--- config.mk ---
export PLATFORM = sky130hd
export DESIGN_NAME = neuron_par
export DESIGN_NICKNAME = d
export VERILOG_FILES = /design/src/rtl/neuron_par.sv
export SDC_FILE = /design/constraint.sdc
export NUM_CORES = 2
export LEC_CHECK = 0
export CAP_MARGIN = 40
export CORE_UTILIZATION = 47
export DETAILED_ROUTE_END_ITERATION = 7
export PLACE_DENSITY_LB_ADDON = 0.2
export SYNTH_ARGS = -nofsm -noshare
export SYNTH_HDL_FRONTEND = slang
export SYNTH_SLANG_ARGS = --single-unit
--- constraint.sdc ---
create_clock -name clk -period 16.5 [get_ports clk]
set_clock_uncertainty 0.1 [all_clocks]
set_input_delay 3.3 -clock clk [delete_from_list [all_inputs] [get_ports clk]]
set_output_delay 3.3 -clock clk [all_outputs]
set_load 0.02 [all_outputs]
--- src/rtl/neuron_par.sv ---
// Single neuron, LANES-wide MAC pipeline with saturating accumulate.
// Ports: clk/rst_n, in_* beat stream, weight/bias load, act_mode, out_* result.
module neuron_par #(
  parameter int LAYER_NO   = 0,
  parameter int NEURON_NO  = 0,
  parameter int NUM_WEIGHT = 8,
  parameter int DATA_WIDTH = 16,
  parameter int FRAC       = 8,
  parameter int LANES      = 4
) (
  input  logic                        clk,
  input  logic                        rst_n,
  input  logic [LANES*DATA_WIDTH-1:0] in_data,
  input  logic                        in_valid,
  output logic                        in_ready,
  input  logic                        weight_valid,
  input  logic [31:0]                 weight_value,
  input  logic                        bias_valid,
  input  logic [31:0]                 bias_value,
  input  logic [31:0]                 config_layer_num,
  input  logic [31:0]                 config_neuron_num,
  input  logic [1:0]                  act_mode,
  output logic [DATA_WIDTH-1:0]       out,
  output logic                        out_valid,
  input  logic                        out_ready
);

  localparam int DW    = DATA_WIDTH;
  localparam int W2    = 2 * DW;
  localparam int TW    = W2 + $clog2(LANES);
  localparam int BEATS = NUM_WEIGHT / LANES;
  localparam int BW    = (BEATS > 1) ? $clog2(BEATS) : 1;
  localparam int LW    = (LANES > 1) ? $clog2(LANES) : 1;

  localparam logic signed [W2-1:0] MAXW = {1'b0, {(W2-1){1'b1}}};
  localparam logic signed [W2-1:0] MINW = {1'b1, {(W2-1){1'b0}}};
  localparam logic signed [DW-1:0] MAXD = {1'b0, {(DW-1){1'b1}}};
  localparam logic signed [DW-1:0] MIND = {1'b1, {(DW-1){1'b0}}};

  typedef enum logic [1:0] {ACC, DRAIN, OUT} state_t;

  function automatic logic signed [W2-1:0] sat_tree(
    input logic signed [TW-1:0] v
  );
    if (&v[TW-1:W2-1] || ~|v[TW-1:W2-1]) return v[W2-1:0];
    return v[TW-1] ? MINW : MAXW;
  endfunction

  function automatic logic signed [W2-1:0] sat_add(
    input logic signed [W2-1:0] a,
    input logic signed [W2-1:0] b
  );
    logic signed [W2:0] s;
    s = {a[W2-1], a} + {b[W2-1], b};
    if (s[W2] != s[W2-1]) return s[W2] ? MINW : MAXW;
    return s[W2-1:0];
  endfunction

  function automatic logic signed [DW-1:0] sat_out(
    input logic signed [W2-1:0] v
  );
    if (&v[W2-1:DW-1] || ~|v[W2-1:DW-1]) return v[DW-1:0];
    return v[W2-1] ? MIND : MAXD;
  endfunction

  state_t                  state;
  logic [BW-1:0]           beat_cnt;
  logic [BW-1:0]           wr_beat;
  logic [LW-1:0]           wr_lane;
  logic signed [W2-1:0]    bias_q;
  logic [LANES-1:0][DW-1:0] mem [BEATS];

  logic                    cfg_hit;
  logic                    accept;

  logic [LANES*DW-1:0]      e1_x;
  logic [LANES-1:0][DW-1:0] e1_w;
  logic                     e1_valid, e1_last;
  logic signed [W2-1:0]     prod [LANES];
  logic                     e2_valid, e2_last;
  logic signed [TW-1:0]     tree_c;
  logic signed [W2-1:0]     e3_sum;
  logic                     e3_valid, e3_last;
  logic signed [W2-1:0]     acc;
  logic                     fin;
  logic signed [W2-1:0]     biased_c;
  logic signed [W2-1:0]     shifted_c;
  logic signed [DW-1:0]     pre;
  logic                     pre_valid;
  logic signed [DW-1:0]     act_c;

  assign cfg_hit  = (config_layer_num == 32'(LAYER_NO)) &&
                    (config_neuron_num == 32'(NEURON_NO));
  assign in_ready = (state == ACC);
  assign accept   = in_valid && in_ready;

  // Weight storage is deliberately unreset so it survives rst_n.
  always_ff @(posedge clk) begin
    if (cfg_hit && weight_valid)
      mem[wr_beat][wr_lane] <= weight_value[DW-1:0];
  end

  always_ff @(posedge clk or negedge rst_n) begin
    if (!rst_n) begin
      wr_beat <= '0;
      wr_lane <= '0;
      bias_q  <= '0;
    end else begin
      if (cfg_hit && weight_valid) begin
        if (wr_lane == LW'(LANES-1)) begin
          wr_lane <= '0;
          wr_beat <= (wr_beat == BW'(BEATS-1)) ? '0 : wr_beat + BW'(1);
        end else begin
          wr_lane <= wr_lane + LW'(1);
        end
      end
      if (cfg_hit && bias_valid)
        bias_q <= {{DW{bias_value[DW-1]}}, bias_value[DW-1:0]} << FRAC;
    end
  end

  always_ff @(posedge clk) begin
    if (accept) begin
      e1_x <= in_data;
      e1_w <= mem[beat_cnt];
    end
    if (e1_valid) begin
      for (int l = 0; l < LANES; l++)
        prod[l] <= W2'($signed(e1_x[l*DW +: DW])) *
                   W2'($signed(e1_w[l]));
    end
    if (e2_valid)
      e3_sum <= sat_tree(tree_c);
  end

  always_comb begin
    tree_c = '0;
    for (int l = 0; l < LANES; l++)
      tree_c = tree_c + TW'(prod[l]);
  end

  assign biased_c  = sat_add(acc, bias_q);
  assign shifted_c = biased_c >>> FRAC;

  always_comb begin
    act_c = pre;
    unique case (act_mode)
      2'd1:    act_c = pre[DW-1] ? '0 : pre;
      2'd2:    act_c = pre[DW-1] ? (pre >>> 3) : pre;
      default: act_c = pre;
    endcase
  end

  always_ff @(posedge clk or negedge rst_n) begin
    if (!rst_n) begin
      state     <= ACC;
      beat_cnt  <= '0;
      e1_valid  <= 1'b0;
      e1_last   <= 1'b0;
      e2_valid  <= 1'b0;
      e2_last   <= 1'b0;
      e3_valid  <= 1'b0;
      e3_last   <= 1'b0;
      acc       <= '0;
      fin       <= 1'b0;
      pre       <= '0;
      pre_valid <= 1'b0;
      out       <= '0;
      out_valid <= 1'b0;
    end else begin
      e1_valid  <= accept;
      e1_last   <= accept && (beat_cnt == BW'(BEATS-1));
      e2_valid  <= e1_valid;
      e2_last   <= e1_valid && e1_last;
      e3_valid  <= e2_valid;
      e3_last   <= e2_valid && e2_last;
      fin       <= e3_valid && e3_last;
      pre_valid <= fin;
      if (e3_valid)
        acc <= sat_add(acc, e3_sum);
      if (fin)
        pre <= sat_out(shifted_c);
      unique case (state)
        ACC: begin
          if (accept) begin
            if (beat_cnt == BW'(BEATS-1)) state <= DRAIN;
            else beat_cnt <= beat_cnt + BW'(1);
          end
        end
        DRAIN: begin
          if (pre_valid) begin
            out       <= act_c;
            out_valid <= 1'b1;
            state     <= OUT;
          end
        end
        OUT: begin
          if (out_ready) begin
            out_valid <= 1'b0;
            acc       <= '0;
            beat_cnt  <= '0;
            state     <= ACC;
          end
        end
        default: state <= ACC;
      endcase
    end
  end

endmodule

## Word level (Yosys, flattened, before mapping)

Memories as Yosys holds them, arrays and structs flattened. A register that Yosys moved wholly into a read port is not among the register bits.
Cells that the tools add are included.

- Flip-flop bits (word level): 191
- Latch bits: 0
- Memory bits (writable): 256
- Memory bits (read-only): 0
- Input bits: 200
- Output and inout bits: 18
- Logic and storage cells: 117
- Memories: 2

Memory list:

| memory | depth | bits a word | rd ports | clocked after Yosys merged registers in | wr ports | line | text |
|---|---|---|---|---|---|---|---|
| mem | 2 | 64 | 1 | 1 | 1 | 71 | `logic [LANES-1:0][DW-1:0] mem [BEATS];` |
| prod | 4 | 32 | 4 | 0 | 4 | 79 | `logic signed [W2-1:0] prod [LANES];` |

- Add/subtract/negate cells: 8
- $mul: 4
- Divide/modulo/power cells: 0
- Magnitude comparators: 2
- Equality and inequality tests: 11
- Shifts and indexed selects: 0
- Muxes and demuxes: 44
- Bitwise gates (word level): 0
- Reductions and logical operators: 27

Operators by type and width:

| cell | number |
|---|---|
| $mux W32 | 12 |
| $mul A16 B16 Y32 | 4 |
| $mux W16 | 5 |
| $add A32 B32 Y33 | 2 |
| $logic_not A32 Y1 | 2 |
| $mux W64 | 1 |
| $add A33 B32 Y34 | 1 |
| $add A34 B32 Y34 | 1 |
| $add A32 B24 Y33 | 1 |
| $demux W16 S2 | 1 |
| $pmux W16 S2 | 1 |
| $mux W1 | 15 |
| $mux W15 | 1 |
| $mux W2 | 5 |
| $logic_and A1 B1 Y1 | 9 |
| $reduce_and A3 Y1 | 3 |
| $reduce_and A9 Y1 | 1 |
| $reduce_or A9 Y1 | 1 |
| $eq A2 B2 Y1 const B | 3 |
| $pmux W2 S3 | 1 |
| $eq A2 B1 Y1 const B | 2 |
| $ne A2 B1 Y1 const B | 2 |
| $ne A2 B2 Y1 const B | 2 |
| $pmux W1 S2 | 2 |
| 12 further kinds | 18 |

## Depth between registers and ports, before layout

- Depth after elaboration: 10
- Depth in mapped cells: 24
- Depth with buffers taken out: 23

## Worst setup path after synthesis

OpenSTA, ideal clock, no wires.

- Kind: input port to flip-flop
- Start point: input port in_valid
- End point: register e1_w[0] (netlist bit), read port of mem, enable pin
- Arrival: 6.263 ns
- Required time: 15.897 ns
- Slack: 9.634 ns
- Cell stages on the path: 1
- Path buffers: 0
- Cells stage by stage: and2_1

- Cells in the longest elaborated chain, start to end: 1

RTL lines:

| element | line | text |
|---|---|---|
| start, declared | 14 | `input logic in_valid,` |
| $logic_and A1 B1 Y1 | 95 | `assign accept = in_valid && in_ready;` |
| end, declared | 77 | `logic [LANES-1:0][DW-1:0] e1_w;` |

No other way between the ends.
A chain may end at the register's enable or synchronous reset.

==> run metrics <==
outcome=complete, no violations; total CTS buffers=61; Async SR Flop Fraction=0.186; Die Span Y=366 um; Resized cells post-CTS=0; main flop type after synthesis=edfxtp_1; global route total overflow=0; WP data required=16810 ps; clock tree buffer depth=3; CP Buf/Inv Count=3; GPL Wtd Cong=0.873; Fin Hold WS=358 ps; top-level I/O count=218; CTS clk-pin slew, worst paths=60 ps; Setup Viol. Count Final=0; LEAKAGE=31.3 nW; nets@finish=7705; htree depth=2; CP peak stage delay=900 ps; power per standard cell area=51.5 nW/um2; CTS root buf=clkbuf_16; core area=131000 um2; critical path's slowest cell=edfxtp_1; Starting Density=0.474; Slew HR=0.386; CP top delay family=adder cells; drt first pass iters=5; commonest non-fill, non-tap cell in the layout=inv_1; reg-to-reg slack, setup=9170 ps; Max-cap violations=0; FF-to-FF path depth=21; remaining antenna violation count after routing=0; vias per cell=5.24; pin count of the biggest net entering global routing=67; Post-CTS Setup Repair Bufs=0; dpl hpwl=116 mm; drt wl/cell=18.9 um; syn nets=7593; Placed Cells=7657; reg-to-reg startpoint=e1_w[7]; Worst Setup Start Kind=register; Peak VDD IR=78.5 uV; die area=134000 um2; Max FO, Critical Path=16; worst-margin pin slew=922 ps; Sink Count=511; Port Buffers=185; hold buffer count at cts=0; RR Endpoint=prod[0][31]; syn_area_per_cell=10.6 um2; highest clock rate=136 MHz; drt first-iter violations=2406; CTS tree=yes; post-synthesis instance area=62200 um2; Via Count=40700; Worst-Skew Late Latency=710 ps; Min-Delay Path Depth=1; Overall Power=3.50 mW; # DRC=0; RSZ-0062 raised after global routing=no; CP most frequent cell=fa_1; share of layout cells above drive strength 1=0.0437; cells after synthesis=5853; crit path cell chain=nand2_1 > fa_1 > inv_1 > fa_1 > fa_1 > fa_1 > fa_1 > inv_1 > fa_1 > inv_1 > ha_1 > a21o_1 > a21oi_1 > o21ai_0 > a21oi_1 > o21ai_0 > a41oi_1 > a2111oi_0 > a211o_1 > o41ai_1 > xnor2_1; initial antenna violation count=5; YS warnings=0; Finished Layout Cells=7773; Cell variety after synth=84; fin crit share=0.444; area grow syn2layout=9.18%; Worst setup EP type=register; register bit count reported by yosys=511; most frequent cells in the layout=inv_1, fa_1, nand2_1, and2_1, ha_1; Final Hold Viols=0; Core Rows=133; WHS Endpoint=e3_last; Total Routing Usage GR=0.228; Die X=366 um; vias in the first global route=43200; Final Critical Period=7330 ps; worst hold path class=reg -> reg; count of pins over their slew limit=0; sequential share of the synthesized area=0.239; post-route cell area=67900 um2; Hold Crit Start=e2_last; DP Area=65900 um2; total negative slack=0 ps; Arr. time, crit path=7640 ps; Crit Path Class=reg -> reg; Post-synth EDFFs=416; first-pass GRT wire length=238 mm; Post-Route WL=147 mm
power by group:
part	internal [mW]	switching [mW]	leakage (nW)	total, mW
combinational	0.290	0.370	25.4	0.660
sequential	1.43	0.0490	4.86	1.48
clock	0.764	0.592	0.955	1.36
per-layer routing:
layer  global-route usage  up-vias  wire length [um]
met5                    0        -                13
li1                     -    18500                 -
met2                0.393      997             73000
met1                0.303    21000             62300
met4               0.0632        2              4080
met3               0.0257      198              7440
worst max-delay path by stage:
stage,cells after the start,end,startpoint,slack [ps]
floorplan,1,e1_w[0],in_valid,9630
global placement,17,prod[0][28],e1_w[1],9090
detailed placement,21,prod[0][31],e1_w[10],9160
CTS,21,prod[0][31],e1_w[10],9130
global route,21,prod[0][31],e1_w[7],8550
finish,21,prod[0][31],e1_w[7],9170
through the flow:
| step | setup WS, ps | util |
|---|---|---|
| floorplan | 9630 | - |
| global placement | 9090 | 0.501 |
| detailed placement | 9160 | 0.502 |
| CTS | 9130 | 0.517 |
| global route | 8550 | 0.517 |
| finish | 9170 | 0.517 |
state kept, by name, summed over array words and instances (netlist names), 2 cells and up:
name	count
mem	128
prod	128
e1_w	64
e1_x	64
acc	32
e3_sum	32
bias_q	16
out	16
pre	16
state	2
wr_lane	2
logic make-up after synthesis:
family / Yosys count / share of synthesized area
adder cells (fa/ha/maj): 1541 / 0.445
AND/OR/NAND/NOR: 1488 / 0.119
AO/OA/AOI/OAI: 620 / 0.0665
multiplexers: 84 / 0.0152
XOR/XNOR: 223 / 0.0314
flip-flops: 511 / 0.239
buffers and inverters: 1386 / 0.0846
cell usage after synthesis, drive strengths merged, types with 4 or more instances:
cell type,instances,area share
clkbuf,149,0.0090
edfxtp,416,0.20
nand2b,48,0.0048
o21ba,4,0.00064
o31ai,9,0.0015
dfrtp,95,0.038
a211o,4,0.00056
nor2b,19,0.0019
nand3,31,0.0025
a221oi,8,0.0011
nand4,15,0.0015
a2111oi,9,0.0022
mux2,81,0.015
xnor2,157,0.022
o221ai,15,0.0029
or3,9,0.00099
o21a,21,0.0025
a31oi,17,0.0018
and2,513,0.052
fa,1115,0.36
o211ai,12,0.0014
a41oi,4,0.00056
xor2,66,0.0093
nand2,570,0.034
inv,1215,0.073
nor4,20,0.0020
ha,425,0.086
o21bai,28,0.0034
a31o,7,0.00099
nor2,186,0.011
a311oi,4,0.00056
or2,7,0.00070
a211oi,44,0.0054
o41ai,5,0.00095
a21o,84,0.010
buf,21,0.0021
a21oi,200,0.016
and3,22,0.0022
o21ai,117,0.0094
a21boi,6,0.00072
nor3,34,0.0027
layout make-up:
type / count / area [um2]
clock buffer: 82 / 1680
inverter: 1215 / 4560
clock inverter: 32 / 310
antenna: 2 / 5.00
tap: 1755 / 2200
sequential: 511 / 14900
timing repair buffer: 220 / 2200
multi-input combinational: 3956 / 42100
fill: 11600 / 63400
No activity file was read; power rests on OpenSTA's default activity.
